## src/rtl/mux_sel_arbiter.sv

```systemverilog
// Round-robin 16:1 mux-select arbiter with a bounded per-grant hold time.
// Latency: request to valid grant is 1 cycle; all outputs come straight from flops.
// Backpressure: a grantee keeps the path until it drops req or MAX_HOLD cycles pass.
module mux_sel_arbiter #(
    parameter int MAX_HOLD = 4
) (
    input  logic        clk,
    input  logic        reset,
    input  logic [15:0] req,
    output logic [15:0] grant,
    output logic [3:0]  sel,
    output logic        valid
);

    typedef enum logic {
        IDLE  = 1'b0,
        GRANT = 1'b1
    } state_t;

    localparam logic [7:0] HOLD_LAST = 8'(MAX_HOLD - 1);

    state_t      state_q, state_d;
    logic [3:0]  ptr_q, ptr_d;
    logic [7:0]  hold_cnt_q, hold_cnt_d;
    logic [3:0]  sel_q, sel_d;
    logic [15:0] grant_q, grant_d;
    logic        valid_q, valid_d;

    logic [3:0]  scan_base;
    logic        win_found;
    logic [3:0]  win_idx;
    logic        release_now;

    // Scan start: the stored pointer when idle, or the pointer a release would
    // install (sel+1) when granting, so release and re-arbitration share a cycle.
    always_comb begin
        scan_base = ptr_q;
        if (state_q == GRANT) begin
            scan_base = sel_q + 4'd1;
        end
    end

    // Pick the first requester at or after scan_base, wrapping modulo 16.
    always_comb begin
        win_found = 1'b0;
        win_idx   = 4'd0;
        for (int k = 0; k < 16; k++) begin
            if (!win_found && req[scan_base + 4'(k)]) begin
                win_found = 1'b1;
                win_idx   = scan_base + 4'(k);
            end
        end
    end

    // The current grantee gives up the path when it stops asking or its hold expires.
    always_comb begin
        release_now = !req[sel_q] || (hold_cnt_q == HOLD_LAST);
    end

    // Next-state and next-output logic for the IDLE/GRANT machine.
    always_comb begin
        state_d    = state_q;
        ptr_d      = ptr_q;
        hold_cnt_d = hold_cnt_q;
        sel_d      = sel_q;
        grant_d    = grant_q;
        valid_d    = valid_q;
        case (state_q)
            IDLE: begin
                if (win_found) begin
                    state_d    = GRANT;
                    sel_d      = win_idx;
                    grant_d    = 16'(1) << win_idx;
                    valid_d    = 1'b1;
                    hold_cnt_d = 8'd0;
                end
            end
            GRANT: begin
                if (!release_now) begin
                    hold_cnt_d = hold_cnt_q + 8'd1;
                end else begin
                    ptr_d = sel_q + 4'd1;
                    if (win_found) begin
                        sel_d      = win_idx;
                        grant_d    = 16'(1) << win_idx;
                        valid_d    = 1'b1;
                        hold_cnt_d = 8'd0;
                    end else begin
                        // sel deliberately keeps the last grantee while idle.
                        state_d    = IDLE;
                        grant_d    = 16'd0;
                        valid_d    = 1'b0;
                        hold_cnt_d = 8'd0;
                    end
                end
            end
            default: begin
                state_d = IDLE;
            end
        endcase
    end

    // State and output registers; reset wins over any request activity.
    always_ff @(posedge clk) begin
        if (reset) begin
            state_q    <= IDLE;
            ptr_q      <= 4'd0;
            hold_cnt_q <= 8'd0;
            sel_q      <= 4'd0;
            grant_q    <= 16'd0;
            valid_q    <= 1'b0;
        end else begin
            state_q    <= state_d;
            ptr_q      <= ptr_d;
            hold_cnt_q <= hold_cnt_d;
            sel_q      <= sel_d;
            grant_q    <= grant_d;
            valid_q    <= valid_d;
        end
    end

    assign grant = grant_q;
    assign sel   = sel_q;
    assign valid = valid_q;

endmodule

```

## config.mk

```make
export PLATFORM = sky130hd
export DESIGN_NAME = mux_sel_arbiter
export DESIGN_NICKNAME = d
export VERILOG_FILES = /design/src/rtl/mux_sel_arbiter.sv
export SDC_FILE = /design/constraint.sdc
export NUM_CORES = 1
export LEC_CHECK = 0
export ABC_AREA = 1
export ABC_CLOCK_PERIOD_IN_PS = 4150
export CORE_ASPECT_RATIO = 0.9
export CORE_MARGIN = 10
export CORE_UTILIZATION = 30
export DETAILED_ROUTE_END_ITERATION = 10
export HOLD_SLACK_MARGIN = 0.1
export PLACE_DENSITY = 0.46
export SYNTH_ARGS = -nofsm -noshare
export SYNTH_HDL_FRONTEND = slang
export SYNTH_SLANG_ARGS = --single-unit
```

## constraint.sdc

```tcl
create_clock -name clk -period 4.15 [get_ports clk]
set_clock_uncertainty 0.05 [all_clocks]
set_input_delay 0.415 -clock clk [delete_from_list [all_inputs] [get_ports clk]]
set_output_delay 0.415 -clock clk [all_outputs]
set_load 0.01 [all_outputs]
```

==> results of run 1 <==
-- area by class of cell --
class                           count  area [um2]  area share
Multi-Input combinational cell    572        3010       0.614
Tap cell                          168         210      0.0428
Timing Repair Buffer               63         568       0.116
Inverter                           74         289      0.0589
Clock inverter                      1        5.00     0.00102
Sequential cell                    34         682       0.139
Clock buffer                        7         143      0.0291
-- state kept, by name, indices dropped and copies added (netlist names) --
register and flops:
state_q 1, valid 1, ptr_q 4, sel 4, hold_cnt_q 8, grant 16
-- synthesized netlist by cell type, drive strengths merged, types with 2 or more instances --
| master | n |
|---|---|
| o21ai | 37 |
| clkinv | 3 |
| a31oi | 4 |
| a21oi | 21 |
| nand2 | 274 |
| nor2 | 51 |
| xor2 | 3 |
| buf | 14 |
| nor3 | 4 |
| dfxtp | 34 |
| or2 | 5 |
| ha | 8 |
| inv | 71 |
| nand3 | 140 |
| nand4 | 14 |
| clkbuf | 3 |
| nor4 | 2 |
| nand3b | 5 |
-- how the worst max path moves through the flow --
| stage | cells after the start | endpoint | from |
|---|---|---|---|
| after floorplan | 30 | grant[10] | sel[1] |
| after global placement | 25 | grant[7] | sel[0] |
| after detailed placement | 25 | grant[7] | sel[0] |
| after CTS | 25 | grant[7] | sel[0] |
| after global routing | 29 | grant[5] | sel[1] |
| final | 26 | grant[6] | sel[0] |
-- routing by layer --
metal	track usage	routed length (um)
met2	0.240	6530
met1	0.222	7280
met3	0.0236	728
met4	0.0268	123
met5	0	0
-- stage by stage --
stage | setup slack (ps) | TNS, ps
floorplan | 597 | 0
global placement | 193 | 0
global route | -3.59 | -7.78
finish | 313 | 0
detailed placement | 168 | 0
CTS | 155 | 0
-- worst reg2reg max path, delay by kind of cell (launching register included) --
kind,cells,cell delay [ps]
simple gates,20,2330
fa+ha+maj,2,560
buf+inv,4,500
flops,1,340
-- power by group through the flow --
stage	Combinational [uW]	Sequential (uW)	Clock, uW
4_1_cts	3150	464	383
3_3_place_gp	3150	468	0
5_1_grt	3790	475	400
6_report	3390	466	370
2_1_floorplan	2210	484	0
3_5_place_dp	3140	469	0
-- cells by family after synthesis --
| kind of cell | after synthesis | synth area share |
|---|---|---|
| XOR/XNOR | 3 | 0.00650 |
| adder cells (fa/ha/maj) | 8 | 0.0247 |
| AND/OR/NAND/NOR | 495 | 0.606 |
| AO/OA/AOI/OAI | 66 | 0.0860 |
| flip-flops | 34 | 0.168 |
| buffers and inverters | 91 | 0.109 |
-- repair_timing --
item / 4_1_cts / 5_1_grt
hold buffers: 0 / 0
endpoints found under the setup margin: 0 / 19
gates resized for setup: 0 / 28
buffers inserted: 0 / 7
-- cell usage in the layout, fill, tap and decap left out, drive strengths merged --
cell	instances
nand2	274
nand3	140
inv	71
nor2	51
clkdlybuf4s50	38
o21ai	37
dfxtp	34
buf	25
a21oi	21
nand4	14
ha	8
clkbuf	7
nand3b	5
or2	5
a31oi	4
nor3	4
xor2	3
clkinv	3
nor4	2
clkinvlp	1
o21a	1
o221ai	1
a32oi	1
o211ai	1
==> out/metrics.yaml, run 1 <==
gp_congestion: 0.956
r2r_slack_ps: 310
ys.flop_type: "dfxtp_1"
hold-worst-slack_ps: 401
p_int_uw: 1720
synth_cell_types: 39
num_vias: 4619
critPathSlowestCell: "ha_4"
hp-class: "register to register"
slowest_delay_ps: 360
fmax_mhz: 261
num_io_pins: 39
cts_tree: "built"
hold_path_depth: 2
diodes: 0
syn-num-nets: 723
die_w_um: 142
grt_pass1_vias: 4286
synth_top_area_frac: 0.214
fill_cells: 1413
slew_headroom: 0.489
layout-drive-gt1-share: 0.174
synth_enable_flop_cells: 0
p_switching_uw: 2510
wl_per_cell_um: 16.0
cts_max_level: 2
drtAntennaViolNets: 0
grt_max_degree: 24
clock_power_share: 0.087
synth.avg_cell_area_um2: 5.80
crit_fanout: 6
cts_sinks: 34
clock_latency_ps: 270
yosysSeqAreaShare: 0.168
yosysWarnings: 0
path_buf_inv: 4
core_area_um2: 13300
r2r_end: "grant[6]"
swShare: 0.594
synthCells: 697
antenna_found_initial: 0
crit_top_cell: "nand2_1"
synth_top_area_cell: "nand2_1"
clkTransAtPathRegs_ps: 60
start_util: 0.305
seq_power_share: 0.110
whs_endpoint: "grant[4]"
cts_root_buffer: "clkbuf_16"
peakVddDrop_mv: 0.247
row_count: 40
track_usage: 0.154
via_per_inst: 5.03
dpl.hpwl_mm: 11.7
io_buffers: 38
critical_path_class: "register to register"
syn2layout_area_growth_pct: 21.4
cts_buffers: 5
fin_nets: 776
leakage_uw: 0.00237
ys_ff_latch: 34
drtIter0Drc: 290
drv_cap: 0
synthArstFlopShare: 0
final_core_util: 0.370
end_kind: "register"
fin_crit_sh: 0.925
overflow: 0
fp.dieH_um: 130
startpoint_type: "register"
pwr-share-comb: 0.802
drt-total-wl_mm: 14.7
worstHoldStart: "grant[4]"
drc: 0
post_dp_cell_area_um2: 4610
status: "completed"
arrival_ps: 4000
crit_required_ps: 4320
grt_pass1_wl_mm: 22.9
synthTopCellsByArea: "nand2_1 (21%), dfxtp_1 (17%), nand3_1 (16%)"
r2r-start: "sel[0]"
dp.cells: 904
clock_path_buffers: 2
finalNonFillerCells: 919
tightest_slew_ps: 758
synth_area_um2: 4050
die_area_um2: 18500
cpLargestDelayFamily: "simple AND/OR/NAND/NOR gates"
fin_crit_ps: 3840
drv_slew: 0
rr_worst_depth: 26
setup-violations-final: 0
final_cell_area_um2: 4910
powerDensity_nw_per_um2: 861
hold_viol: 0
drt_pass1_iterations: 5
fin_total_pwr_uw: 4230
No activity file was read; power rests on OpenSTA's default activity.
==> run 2, diff against run 1 <==
--- a/config.mk
+++ b/config.mk
@@ -11,8 +11,8 @@
 export CORE_MARGIN = 10
 export CORE_UTILIZATION = 30
 export DETAILED_ROUTE_END_ITERATION = 10
+export GPL_ROUTABILITY_DRIVEN = 0
 export HOLD_SLACK_MARGIN = 0.1
-export PLACE_DENSITY = 0.46
 export SYNTH_ARGS = -nofsm -noshare
 export SYNTH_HDL_FRONTEND = slang
 export SYNTH_SLANG_ARGS = --single-unit
==> out/metrics.yaml, run 2 (same netlist as run 1, synthesis figures left out) <==
tightest_slew_ps: 783  # was 758 ps
fin_crit_sh: 0.907  # was 0.925
fmax_mhz: 266  # was 261 MHz
crit_required_ps: 4320  # about the same
clock_path_buffers: 2  # unchanged
hp-class: "register to register"  # unchanged
drc: 0  # unchanged
cts_max_level: 2  # unchanged
fp.dieH_um: 130  # unchanged
r2r_slack_ps: 390  # was 310 ps
via_per_inst: 5.00  # was 5.03
drt_pass1_iterations: 5  # unchanged
crit_fanout: 8  # was 6
whs_endpoint: "grant[12]"  # was grant[4]
fin_total_pwr_uw: 4060  # was 4230 uW
final_cell_area_um2: 4820  # was 4910 um2
drv_cap: 0  # unchanged
num_vias: 4549  # was 4,619
final_cell_mix: "nand2_1 (227), nand3_1 (130), inv_1 (63)"  # was nand2_1 (225), nand3_1 (130), inv_1 (65)
final_core_util: 0.364  # was 0.370
r2r-start: "sel[0]"  # unchanged
post_dp_cell_area_um2: 4570  # was 4610 um2
setup-violations-final: 0  # unchanged
worstHoldStart: "grant[12]"  # was grant[4]
grt_max_degree: 24  # unchanged
cts_sinks: 34  # unchanged
grt_pass1_wl_mm: 21.9  # was 22.9 mm
peakVddDrop_mv: 0.435  # was 0.247 mV
dpl.hpwl_mm: 10.8  # was 11.7 mm
num_io_pins: 39  # unchanged
finalSetupTns_ps: 0  # unchanged
io_buffers: 38  # unchanged
layout-drive-gt1-share: 0.160  # was 0.174
hold_viol: 0  # unchanged
drtIter0Drc: 395  # was 290
hold_path_depth: 2  # unchanged
cts_tree: "built"  # unchanged
largest_register_ff_count: 16  # unchanged
critical_path_class: "register to register"  # unchanged
cts_root_buffer: "clkbuf_16"  # unchanged
dp.cells: 898  # was 904
die_w_um: 142  # unchanged
powerDensity_nw_per_um2: 842  # was 861 nW/um2
antenna_found_initial: 0  # unchanged
row_count: 40  # unchanged
status: "completed"  # unchanged
end_kind: "register"  # unchanged
rsz0062_at_grt: "false"
wl_per_cell_um: 14.6  # was 16.0 um
drv_slew: 0  # unchanged
diodes: 0  # unchanged
fin_crit_ps: 3760  # was 3840 ps
startpoint_type: "register"  # unchanged
r2r_end: "grant[5]"  # was grant[6]
drt-total-wl_mm: 13.3  # was 14.7 mm
layout_commonest_cell: "nand2_1"  # unchanged
overflow: 0  # unchanged
clock_latency_ps: 280  # was 270 ps
clkTransAtPathRegs_ps: 60  # about the same
rr_worst_depth: 24  # was 26
drtAntennaViolNets: 0  # unchanged
arrival_ps: 3940  # was 4000 ps
track_usage: 0.144  # was 0.154
core_area_um2: 13300  # unchanged
finalNonFillerCells: 910  # was 919
grt_pass1_vias: 4247  # was 4,286
slew_headroom: 0.472  # was 0.489
start_util: 0.305  # unchanged
fin_nets: 767  # was 776
die_area_um2: 18500  # unchanged
cts_buffers: 5  # unchanged
syn2layout_area_growth_pct: 19.3  # was 21.4%
leakage_uw: 0.00233  # was 0.00237 uW
-- run 2: where the power goes --
| group | internal, uW | switching (uW) |
|---|---|---|
| sequential | 407 | 61.1 |
| clock | 237 | 141 |
| combinational | 1010 | 2210 |
| total | 1650 | 2410 |
-- run 2: layout make-up --
cell class | instances | area, um2
fill | 1447 | 8440
timing repair buffer | 54 | 500
clock buffer | 6 | 139
inverter | 74 | 283
multi-input combinational | 572 | 3000
clock inverter | 2 | 12.5
sequential | 34 | 684
tap | 168 | 210
-- run 2: metrics by stage --
| step | setup WS [ps] | hold WS (ps) |
|---|---|---|
| 6_report | 387 | 407 |
| 3_3_place_gp | 297 | 396 |
| 5_1_grt | 0.862 | 432 |
| 4_1_cts | 225 | 408 |
| 3_5_place_dp | 265 | 396 |
| 2_1_floorplan | 597 | 402 |
-- run 2: worst max path at each step --
stage	end	slack, ps	depth (start not counted)	startpoint
finish	grant[5]	390	24	sel[0]
detailed placement	grant[2]	270	25	sel[0]
CTS	grant[2]	220	25	sel[0]
floorplan	grant[10]	600	30	sel[1]
global placement	grant[9]	300	25	sel[0]
global route	grant[1]	0.9	28	sel[0]
-- run 2: what timing repair did --
action,CTS,global route
buffers inserted,0,4
endpoints found under the setup margin,0,19
hold endpoints to repair,0,0
hold buffers,0,0
resized for setup,0,24
-- run 2: worst max-delay path, stage by stage (launching register included) --
cell and delay [ps]:
dfxtp_4 370, ha_2 200, inv_1 70, nand2_1 60, nand3_1 150, nand2_2 90
ha_1 340, buf_4 180, nand3_1 130, nand3_1 110, nand2_2 100, nand3_2 120
nor2_4 240, nand4_4 140, nor2_4 190, nand4_1 180, clkinv_1 110, nand2_1 50
nand2_1 100, nand3_1 80, nand2_1 120, nand4_2 130, nor2_4 230, nand2_1 90
nand2_1 60
-- run 2: metal layers --
metal	global-route usage	up-vias	routed length, um
li1	-	2374	-
met1	0.196	2032	6430
met5	0	-	0
met2	0.231	132	5960
met4	0.0333	0	126
met3	0.0251	11	807
